$ cat src/rtl/bit_population_generator_if.sv
// Request/result bundle for bit_population_generator: a requested population
// count goes in, a word with exactly that many set bits comes out.
interface bit_population_generator_if #(
  parameter int WIDTH = 16
);
  localparam int CW = $clog2(WIDTH) + 1;

  logic [CW-1:0]    count_i;
  logic             count_val_i;
  logic             count_rdy_o;
  logic [WIDTH-1:0] data_o;
  logic             data_val_o;

  modport master (
    output count_i,
    output count_val_i,
    input  count_rdy_o,
    input  data_o,
    input  data_val_o
  );

  modport slave (
    input  count_i,
    input  count_val_i,
    output count_rdy_o,
    output data_o,
    output data_val_o
  );
endinterface

$ cat src/rtl/bit_population_generator.sv
// Builds a WIDTH-bit word with a requested number of set bits, placing one bit
// per cycle at an LFSR-chosen position (first free bit at or after the candidate).
module bit_population_generator #(
  parameter int          WIDTH = 16,
  parameter logic [15:0] SEED  = 16'hACE1
) (
  input  logic                          clk_i,
  input  logic                          rst_n_i,
  bit_population_generator_if.slave     bus
);
  localparam int          IW        = $clog2(WIDTH);
  localparam int          CW        = IW + 1;
  localparam logic [15:0] LFSR_MASK = 16'hB400;
  // An all-zero LFSR would lock up, so a zero seed falls back to the default.
  localparam logic [15:0] SEED_EFF  = (SEED == 16'h0000) ? 16'hACE1 : SEED;
  localparam logic [CW-1:0] W_CW    = CW'(WIDTH);
  localparam logic [IW:0]   W_IW1   = (IW + 1)'(WIDTH);

  typedef enum logic [1:0] {
    IDLE = 2'd0,
    FILL = 2'd1,
    DONE = 2'd2
  } state_t;

  state_t           r_state;
  logic [WIDTH-1:0] r_word;
  logic [15:0]      r_lfsr;
  logic [CW-1:0]    r_rem;
  logic             r_data_val;

  logic [15:0]      w_lfsr_next;
  logic [IW:0]      w_cand_raw;
  logic [IW-1:0]    w_cand;
  logic [WIDTH-1:0] w_free_rot;
  logic [IW-1:0]    w_offset;
  logic [IW:0]      w_probe_sum;
  logic [IW-1:0]    w_probe;
  logic [CW-1:0]    w_count_clamped;

  assign w_lfsr_next = (r_lfsr >> 1) ^ (r_lfsr[0] ? LFSR_MASK : 16'h0000);

  // Fold the raw LFSR slice into range; only non-power-of-2 widths can overflow.
  assign w_cand_raw = {1'b0, r_lfsr[IW-1:0]};
  assign w_cand     = (w_cand_raw >= W_IW1) ? IW'(w_cand_raw - W_IW1) : w_cand_raw[IW-1:0];

  // w_free_rot[j] is the free flag of position (cand + j) mod WIDTH.
  for (genvar gi = 0; gi < WIDTH; gi++) begin : g_rot
    logic [IW:0]   w_idx_sum;
    logic [IW-1:0] w_idx;
    assign w_idx_sum     = {1'b0, w_cand} + (IW + 1)'(gi);
    assign w_idx         = (w_idx_sum >= W_IW1) ? IW'(w_idx_sum - W_IW1) : w_idx_sum[IW-1:0];
    assign w_free_rot[gi] = ~r_word[w_idx];
  end

  always_comb begin
    w_offset = '0;
    for (int j = WIDTH - 1; j >= 0; j--) begin
      if (w_free_rot[j]) begin
        w_offset = IW'(j);
      end
    end
  end

  assign w_probe_sum = {1'b0, w_cand} + {1'b0, w_offset};
  assign w_probe     = (w_probe_sum >= W_IW1) ? IW'(w_probe_sum - W_IW1) : w_probe_sum[IW-1:0];

  assign w_count_clamped = (bus.count_i > W_CW) ? W_CW : bus.count_i;

  always_ff @(posedge clk_i or negedge rst_n_i) begin
    if (!rst_n_i) begin
      r_state    <= IDLE;
      r_word     <= '0;
      r_lfsr     <= SEED_EFF;
      r_rem      <= '0;
      r_data_val <= 1'b0;
    end else begin
      r_data_val <= 1'b0;
      case (r_state)
        IDLE: begin
          if (bus.count_val_i) begin
            r_word <= '0;
            r_rem  <= w_count_clamped;
            if (w_count_clamped == '0) begin
              r_state    <= DONE;
              r_data_val <= 1'b1;
            end else begin
              r_state <= FILL;
            end
          end
        end
        FILL: begin
          r_word[w_probe] <= 1'b1;
          r_rem           <= r_rem - CW'(1);
          r_lfsr          <= w_lfsr_next;
          if (r_rem == CW'(1)) begin
            r_state    <= DONE;
            r_data_val <= 1'b1;
          end
        end
        DONE: begin
          r_state <= IDLE;
        end
        default: begin
          r_state <= IDLE;
        end
      endcase
    end
  end

  assign bus.count_rdy_o = (r_state == IDLE);
  assign bus.data_o      = r_word;
  assign bus.data_val_o  = r_data_val;

endmodule

$ cat src/flat_wrapper.sv
// flat-port wrapper written by rule: the top's interface ports become plain ports
module bit_population_generator_flat 
#(
  parameter int          WIDTH = 16,
  parameter logic [15:0] SEED  = 16'hACE1
)
  (clk_i, rst_n_i, bus_count_i, bus_count_val_i, bus_count_rdy_o, bus_data_o, bus_data_val_o);
  bit_population_generator_if #(.WIDTH(WIDTH)) bus_i ();
  input  logic clk_i;
  input  logic rst_n_i;
  input wire logic [$bits(bus_i.count_i)-1:0] bus_count_i;
  input wire logic [$bits(bus_i.count_val_i)-1:0] bus_count_val_i;
  output wire logic [$bits(bus_i.count_rdy_o)-1:0] bus_count_rdy_o;
  output wire logic [$bits(bus_i.data_o)-1:0] bus_data_o;
  output wire logic [$bits(bus_i.data_val_o)-1:0] bus_data_val_o;
  assign bus_i.count_i = bus_count_i;
  assign bus_i.count_val_i = bus_count_val_i;
  assign bus_count_rdy_o = bus_i.count_rdy_o;
  assign bus_data_o = bus_i.data_o;
  assign bus_data_val_o = bus_i.data_val_o;
  bit_population_generator #(.WIDTH(WIDTH), .SEED(SEED)) u_core (.clk_i(clk_i), .rst_n_i(rst_n_i), .bus(bus_i));
endmodule
$ cat config.mk
export PLATFORM = sky130hd
export DESIGN_NAME = bit_population_generator_flat
export DESIGN_NICKNAME = d
export VERILOG_FILES = /design/src/rtl/bit_population_generator_if.sv /design/src/rtl/bit_population_generator.sv /design/src/flat_wrapper.sv
export SDC_FILE = /design/constraint.sdc
export NUM_CORES = 1
export LEC_CHECK = 0
export BUFFER_PORTS_ARGS = -buffer_cell sky130_fd_sc_hd__clkbuf_2
export CAP_MARGIN = 15
export CORE_MARGIN = 1.5
export CORE_UTILIZATION = 40
export CTS_CLUSTER_SIZE = 28
export DETAILED_ROUTE_END_ITERATION = 7
export GPL_TIMING_DRIVEN = 0
export PLACE_DENSITY_LB_ADDON = 0.25
export SLEW_MARGIN = 20
export SYNTH_ARGS = -nofsm -noshare
export SYNTH_HDL_FRONTEND = slang
export SYNTH_SLANG_ARGS = --single-unit
$ cat constraint.sdc
create_clock -name clk_i -period 5.9 [get_ports clk_i]
set_clock_uncertainty 0.2 [all_clocks]
set_input_delay 0 -clock clk_i [delete_from_list [all_inputs] [get_ports clk_i]]
set_output_delay 0 -clock clk_i [all_outputs]
set_load 0.02 [all_outputs]
# [Word level (Yosys, flattened, before mapping)]
# Index checks and enable logic that the tools add are counted.
[word_totals] reg_bits=40 out_inout_bits=18
[op_classes] n_addsub=35 order_cmp=37 n_eq_ne=4 muxes=82 n_bitwise=2 reduce_logical=6
[ops] cell="two-way mux 4 bit" n=34
[ops] cell="< comparator 4 x 5 -> 1 bit (second input constant)" n=17
[ops] cell="greater-or-equal comparator 5 bit (second input constant)" n=16
[ops] cell="subtractor 4 x 1 -> 4 bit (second input constant)" n=18
[ops] cell="binary-select mux 1 bit (select 4 bit)" n=16
[ops] cell="adder 4 x 4 -> 5 bit (second input constant)" n=8
[ops] cell="two-way mux 16 bit" n=2
[ops] cell="one-hot mux 16 bit (2 select lines)" n=1
[ops] cell="adder 4 x 3 -> 5 bit (second input constant)" n=4
[ops] cell="two-way mux 1 bit" n=20
[ops] cell="OR 16 bit" n=1
[ops] cell="XOR 15 x 16 -> 16 bit" n=1
[ops] cell="adder 4 x 2 -> 5 bit (second input constant)" n=2
[ops] cell="greater-or-equal comparator 4 x 5 -> 1 bit (second input constant)" n=2
[ops] cell="two-way mux 5 bit" n=2
[ops] cell="one-hot mux 5 bit (2 select lines)" n=1
[ops] cell="two-way mux 2 bit" n=3
[ops] cell="adder 4 x 1 -> 5 bit (second input constant)" n=1
[ops] cell="adder 4 x 4 -> 5 bit" n=1
[ops] cell="equality test 5 x 1 -> 1 bit (second input constant)" n=1
[ops] cell="> comparator 5 bit (second input constant)" n=1
[ops] cell="zero test 5 bit" n=1
[ops] cell="subtractor 5 x 1 -> 5 bit (second input constant)" n=1
[ops] cell="demux 1 bit (select 4 bit)" n=1
[ops] cell="other kinds (10)" n=11

# [Depth between registers and ports, before layout]
[logic_depth] ltp_word=32 depth_mapped=20 ltp_nobuf=16

# [Worst setup path before layout]
# OpenSTA, ideal clock, no wires.
[synth_path] path_type="flip-flop to flip-flop" startpoint="register u_core.r_lfsr[0]" endpoint="register u_core.r_word[0] (netlist: u_core.bus.data_o[0])" arrival_time_ns=4.450 required_ns=5.560 setup_slack_ns=1.110 path_stages_with_launch=19 n_path_buf=4 cell_sequence="dfstp_2 > buf_4 > buf_6 > buf_2 > inv_2 > ha_1 > clkbuf_1 > mux4_2 > mux4_2 > and2_4 > a21oi_1 > o211ai_1 > a22o_1 > ha_1 > a21o_1 > a21oi_1 > xor2_1 > xnor2_1 > o21ai_1"
[synth_via] elab_chain_len=32
[synth_lines] element="start, declared" line="bit_population_generator.sv:27" text="logic [15:0] r_lfsr;"
[synth_lines] element="start signal, assigned" line="bit_population_generator.sv:94" text="r_lfsr <= w_lfsr_next;"
[synth_lines] element="subtractor 4 x 1 -> 4 bit / greater-or-equal comparator 4 x 5 -> 1 bit (equally long branches)" line="bit_population_generator.sv:44" text="assign w_cand = (w_cand_raw >= W_IW1) ? IW'(w_cand_raw - W_IW1) : w_cand_raw[IW-1:0];"
[synth_lines] element="two-way mux 4 bit *" line="bit_population_generator.sv:44"
[synth_lines] element="adder 4 x 4 -> 5 bit" line="bit_population_generator.sv:50" text="assign w_idx_sum = {1'b0, w_cand} + (IW + 1)'(gi);"
[synth_lines] element="subtractor 4 x 1 -> 4 bit / greater-or-equal comparator 5 bit (equally long branches)" line="bit_population_generator.sv:51" text="assign w_idx = (w_idx_sum >= W_IW1) ? IW'(w_idx_sum - W_IW1) : w_idx_sum[IW-1:0];"
[synth_lines] element="two-way mux 4 bit" line="bit_population_generator.sv:51"
[synth_lines] element="binary-select mux 1 bit (select 4 bit)" line="bit_population_generator.sv:52" text="assign w_free_rot[gi] = ~r_word[w_idx];"
[synth_lines] element="two-way mux 1 bit (implied by the code)" line="bit_population_generator.sv:52"
[synth_lines] element="two-way mux 4 bit (16 in series)" line="bit_population_generator.sv:58" text="if (w_free_rot[j]) begin"
[synth_lines] element="adder 4 x 4 -> 5 bit *" line="bit_population_generator.sv:64" text="assign w_probe_sum = {1'b0, w_cand} + {1'b0, w_offset};"
[synth_lines] element="subtractor 4 x 1 -> 4 bit / greater-or-equal comparator 5 bit (equally long branches)" line="bit_population_generator.sv:65" text="assign w_probe = (w_probe_sum >= W_IW1) ? IW'(w_probe_sum - W_IW1) : w_probe_sum[IW-1:0];"
[synth_lines] element="two-way mux 4 bit *" line="bit_population_generator.sv:65"
[synth_lines] element="< comparator 4 x 5 -> 1 bit (implied by the code) / greater-or-equal comparator 4 x 1 -> 1 bit (equally long branches)" line="bit_population_generator.sv:92" text="r_word[w_probe] <= 1'b1;"
[synth_lines] element="logical AND 1 bit (implied by the code)" line="bit_population_generator.sv:92"
[synth_lines] element="two-way mux 1 bit (implied by the code)" line="bit_population_generator.sv:92"
[synth_lines] element="demux 1 bit (select 4 bit) *"
[synth_lines] element="OR 16 bit (no source line) *"
[synth_lines] element="one-hot mux 16 bit (2 select lines) *" line="bit_population_generator.sv:78" text="case (r_state)"
[synth_lines] element="end signal, assigned" line="bit_population_generator.sv:72" text="r_word <= '0;"
[synth_lines] element="end signal, assigned" line="bit_population_generator.sv:81" text="r_word <= '0;"
[synth_lines] element="end signal, assigned by index" line="bit_population_generator.sv:92"
[synth_lines] element="end, declared" line="bit_population_generator.sv:26" text="logic [WIDTH-1:0] r_word;"
# Mark *: on every way between the ends. The rest lies on a longest branch, timed or not. The select of a mux whose other input is x is not followed.
# A chain may end at the register's enable or synchronous reset.

# [Worst setup path after layout]
[layout_path] startpoint="register u_core.r_lfsr[0]" endpoint="register u_core.r_word[2] (netlist: u_core.bus.data_o[2])"
# The elaborated chain is that of the path after synthesis.

==> qor.txt <==
====================================================================================
Outcome                                                                    completed
Min setup slack post-route                                                  0.372 ns
Power density cells                                                      314 mW/mm^2
Width of the die                                                             89.9 um
Hpwl dp                                                                      5.36 mm
Clock tree from TritonCTS                                                      built
Growth of design area from synthesis to finish                                 15.6%
Number of antenna violations at the first check in global routing                  0
Clock buffers created by TritonCTS                                                 5
Layout cell share with drive strength beyond 1                                 24.4%
Count of maximum capacitance violations                                            0
Multi-input gate area in the final layout                               0.00189 sq mm
Post-Place Worst Slack                                                      0.442 ns
Total gr overflow                                                                  0
Drt first pass iters                                                               4
Final setup violation count                                                        0
Number of vias in the routed layout                                             2456
Share of flip-flops with an asynchronous set or reset after synthesis           100%
Number of warnings printed during yosys synthesis                                  0
Initial Util                                                                   41.5%
Clock Tree Buf Depth                                                               2
Slowest cell on crit path                                               sky130_fd_sc_hd__xnor2_1
FMAX                                                                         181 MHz
Netlist area before placement                                           0.00302 sq mm
Cell at the root of the clock tree                                      sky130_fd_sc_hd__clkbuf_8
Vias in the first global route                                                  2337
Required arrival time at the worst endpoint                                  5.85 ns
Core area                                                               0.00729 sq mm
Average footprint of a synthesized cell                                   10.4 sq um
Drt total wl                                                                 7.30 mm
Setup repair after global routing missed its margin                            false
Non-Filler Instances                                                             435
Final hold viol count                                                              0
Crit. End Element                                                           register
Setup Crit Path Kind                                                      reg -> reg
Number of filler instances in the final layout                                   730
Clock tree sinks                                                                  40
Die height                                                                   89.9 um
Post-synth top flop                                                     sky130_fd_sc_hd__dfrtp_1
Number of antenna repair diodes                                                    0
Buffers on Ports                                                                  25
Synthesized Nets                                                                 312
Floorplan die area                                                      0.00809 sq mm
Per-cell routed wire length                                                  16.8 um
Post-route ant nets                                                                0
Hold/Removal Path Class                                                    in -> reg
Final slew viol count                                                              0
First-pass GRT wire length                                                   11.9 mm
Placement Rows                                                                    31
Iteration-0 DRC Markers                                                          125
Critical path launch point type                                             register
Weighted congestion at the end of routability-driven global placement          0.847
Sum of negative setup slack                                                     0 ns
Shortest period the worst path allows                                        5.53 ns
Post-route clock period utilization                                            93.7%
Headroom to the max-slew limit                                                 52.0%
GRT Overall Usage                                                              18.7%
Total number of nets in the final design                                         356
Overall Power                                                                1.10 mW
Sequential fraction of the synthesis area                                      33.4%
Unique masters post-synth                                                         44
Crit path cell chain                                                    buf_4, buf_6, buf_2, inv_2, ha_1, clkbuf_1, mux4_2, mux4_2, and2_4, a21oi_1, o211ai_1, a22o_1, ha_1, a21o_1, a21oi_1, xor2_1, xnor2_1, o21ai_1
Number of instances in the synthesized netlist                                   291
Drc violations                                                                     0
Flop and latch count out of synthesis                                             40
Critical-path maximum fanout                                                      10
Number of levels the H-tree was split into                                         2
Critical path's top delay family                                        buffers and inverters
Crit path DAT                                                                5.48 ns
Reg area                                                                0.00101 sq mm
Number of synthesized flops with an enable pin                                     0
Max VDD drop                                                                0.206 mV
Leakage power                                                                1.46 nW
Clock Latency Late Sink                                                      0.29 ns
Slew at the pin closest to its max-slew limit                               0.714 ns
I/O pin count                                                                     26
Pin count of the biggest net entering global routing                              41
CP max stage delay                                                           0.61 ns
Buffers plus inverters on the worst setup path                                     5
Clock transition at path regs                                                0.08 ns
Post CTS Setup Buffer Count                                                        0
Number of vias per cell                                                         5.65
# placed instances                                                               415
====================================================================================
where the power goes:
| group | leakage, nW | switching [mW] | internal (mW) |
|---|---|---|---|
| sequential | 0.504 | 0.0725 | 0.322 |
| clock | 0.0445 | 0.0948 | 0.0950 |
| combinational | 0.907 | 0.299 | 0.213 |
| total | 1.46 | 0.466 | 0.631 |
Yosys cell counts (2+ instances only):
cell type / count / share of area (%)
sky130_fd_sc_hd__nor2_1: 12 / 1.5
sky130_fd_sc_hd__xnor2_1: 11 / 3.2
sky130_fd_sc_hd__mux2_2: 2 / 0.74
sky130_fd_sc_hd__buf_4: 2 / 0.50
sky130_fd_sc_hd__a22oi_1: 2 / 0.50
sky130_fd_sc_hd__nand3_1: 7 / 1.2
sky130_fd_sc_hd__o21ai_1: 12 / 2.0
sky130_fd_sc_hd__a21oi_1: 8 / 1.3
sky130_fd_sc_hd__a22o_1: 5 / 1.4
sky130_fd_sc_hd__nand2_1: 63 / 7.8
sky130_fd_sc_hd__xor2_1: 5 / 1.4
sky130_fd_sc_hd__nor3_1: 2 / 0.33
sky130_fd_sc_hd__mux4_2: 28 / 21
sky130_fd_sc_hd__a2bb2o_1: 2 / 0.66
sky130_fd_sc_hd__a311oi_1: 2 / 0.58
sky130_fd_sc_hd__ha_1: 12 / 5.0
sky130_fd_sc_hd__dfstp_2: 8 / 7.0
sky130_fd_sc_hd__buf_2: 4 / 0.66
sky130_fd_sc_hd__a31oi_1: 2 / 0.41
sky130_fd_sc_hd__nand2b_1: 5 / 1.0
sky130_fd_sc_hd__clkbuf_1: 8 / 0.99
sky130_fd_sc_hd__and2_1: 2 / 0.41
sky130_fd_sc_hd__a32oi_1: 2 / 0.58
sky130_fd_sc_hd__inv_1: 9 / 1.1
sky130_fd_sc_hd__mux2i_1: 14 / 4.6
sky130_fd_sc_hd__dfrtp_1: 32 / 26
sky130_fd_sc_hd__nor2b_1: 2 / 0.41
sky130_fd_sc_hd__o21ai_0: 12 / 2.0
layer usage:
metal / up-vias / GRT usage (%) / share of wire (%)
met5: - / 0 / 0
met4: 0 / 6.22 / 1.6
met3: 13 / 2.12 / 3.4
met2: 67 / 31.4 / 51
met1: 1234 / 25.3 / 44
li1: 1142 / - / -
flip-flops by register name (all words and copies together), names as in the netlist:
name,cells
u_core.r_state,2
u_core.r_rem,5
u_core.r_lfsr,16
u_core.bus.data_val_o,1
u_core.bus.data_o,16
what timing repair did:
item                      in CTS  in global routing
resized for setup              0                  0
hold buffers                  10                  1
hold endpoints to repair      40                  6
cells in the final DEF (no fill, tap or decap), types with 4 or more instances in the layout:
cell / n
sky130_fd_sc_hd__nor2_1: 12
sky130_fd_sc_hd__ha_1: 12
sky130_fd_sc_hd__a21oi_1: 8
sky130_fd_sc_hd__clkbuf_1: 9
sky130_fd_sc_hd__nand2b_1: 5
sky130_fd_sc_hd__nand2_1: 63
sky130_fd_sc_hd__xnor2_1: 11
sky130_fd_sc_hd__dfstp_2: 8
sky130_fd_sc_hd__o21ai_1: 12
sky130_fd_sc_hd__inv_1: 9
sky130_fd_sc_hd__dfrtp_1: 32
sky130_fd_sc_hd__clkbuf_2: 25
sky130_fd_sc_hd__mux2i_1: 14
sky130_fd_sc_hd__o21ai_0: 12
sky130_fd_sc_hd__mux4_2: 28
sky130_fd_sc_hd__clkbuf_8: 6
sky130_fd_sc_hd__dlygate4sd3_1: 11
sky130_fd_sc_hd__xor2_1: 5
sky130_fd_sc_hd__nand3_1: 7
sky130_fd_sc_hd__a22o_1: 5
sky130_fd_sc_hd__buf_2: 4
layout make-up:
type / count / share of cell area, %
multi-input cells: 225 / 54.2
flip-flops and latches: 40 / 28.9
repair buffers: 37 / 7.30
well taps: 99 / 3.54
clock buffers: 7 / 2.47
plain buffers: 16 / 2.29
inverters: 10 / 1.07
clock inverters: 1 / 0.215
final timing paths:
check,depth (start not counted),from,slack [ns],to
max,18,u_core.r_lfsr[0]$_DFFE_PN1P_,0.37,u_core.bus.data_o[2]$_DFFE_PN0P_
min,3,bus_count_val_i,0.02,u_core.bus.data_val_o$_DFF_PN0_
min reg2reg,2,u_core.r_lfsr[7]$_DFFE_PN1P_,0.26,u_core.r_lfsr[6]$_DFFE_PN1P_
min in group asynchronous,3,rst_n_i,0.47,u_core.r_lfsr[8]$_DFFE_PN0P_
max reg2reg,18,u_core.r_lfsr[0]$_DFFE_PN1P_,0.37,u_core.bus.data_o[2]$_DFFE_PN0P_
max in group asynchronous,4,rst_n_i,4.50,u_core.r_lfsr[10]$_DFFE_PN1P_
metrics by stage:
stage                     instance area (sq um)  hold slack (ns)  util (%)
final                                      3500           0.0186      47.9
after global routing                       3500           0.0432      47.9
after CTS                                  3470           0.0120      47.5
after detailed placement                   3270          0.00929      44.9
after global placement                     3270          0.00248      44.9
after floorplan                            3020           -0.496         -
logic make-up after synthesis:
logic type	count (synthesis)	synth area share (%)
AOI/OAI and AO/OA	52	11.4
xor gates and xnor gates	17	5.17
adders and majority gates	13	5.63
buffers and inverters	26	3.89
DFF	40	33.4
muxes	44	26.2
and+or+nand+nor	99	14.2
worst min-delay path, delay by kind of cell:
| family | cells | cell delay (ns) |
|---|---|---|
| simple gates | 1 | 0.22 |
| buf+inv | 1 | 0.09 |
| compound gates | 1 | 0.17 |
(Power assumes the default switching activity.)
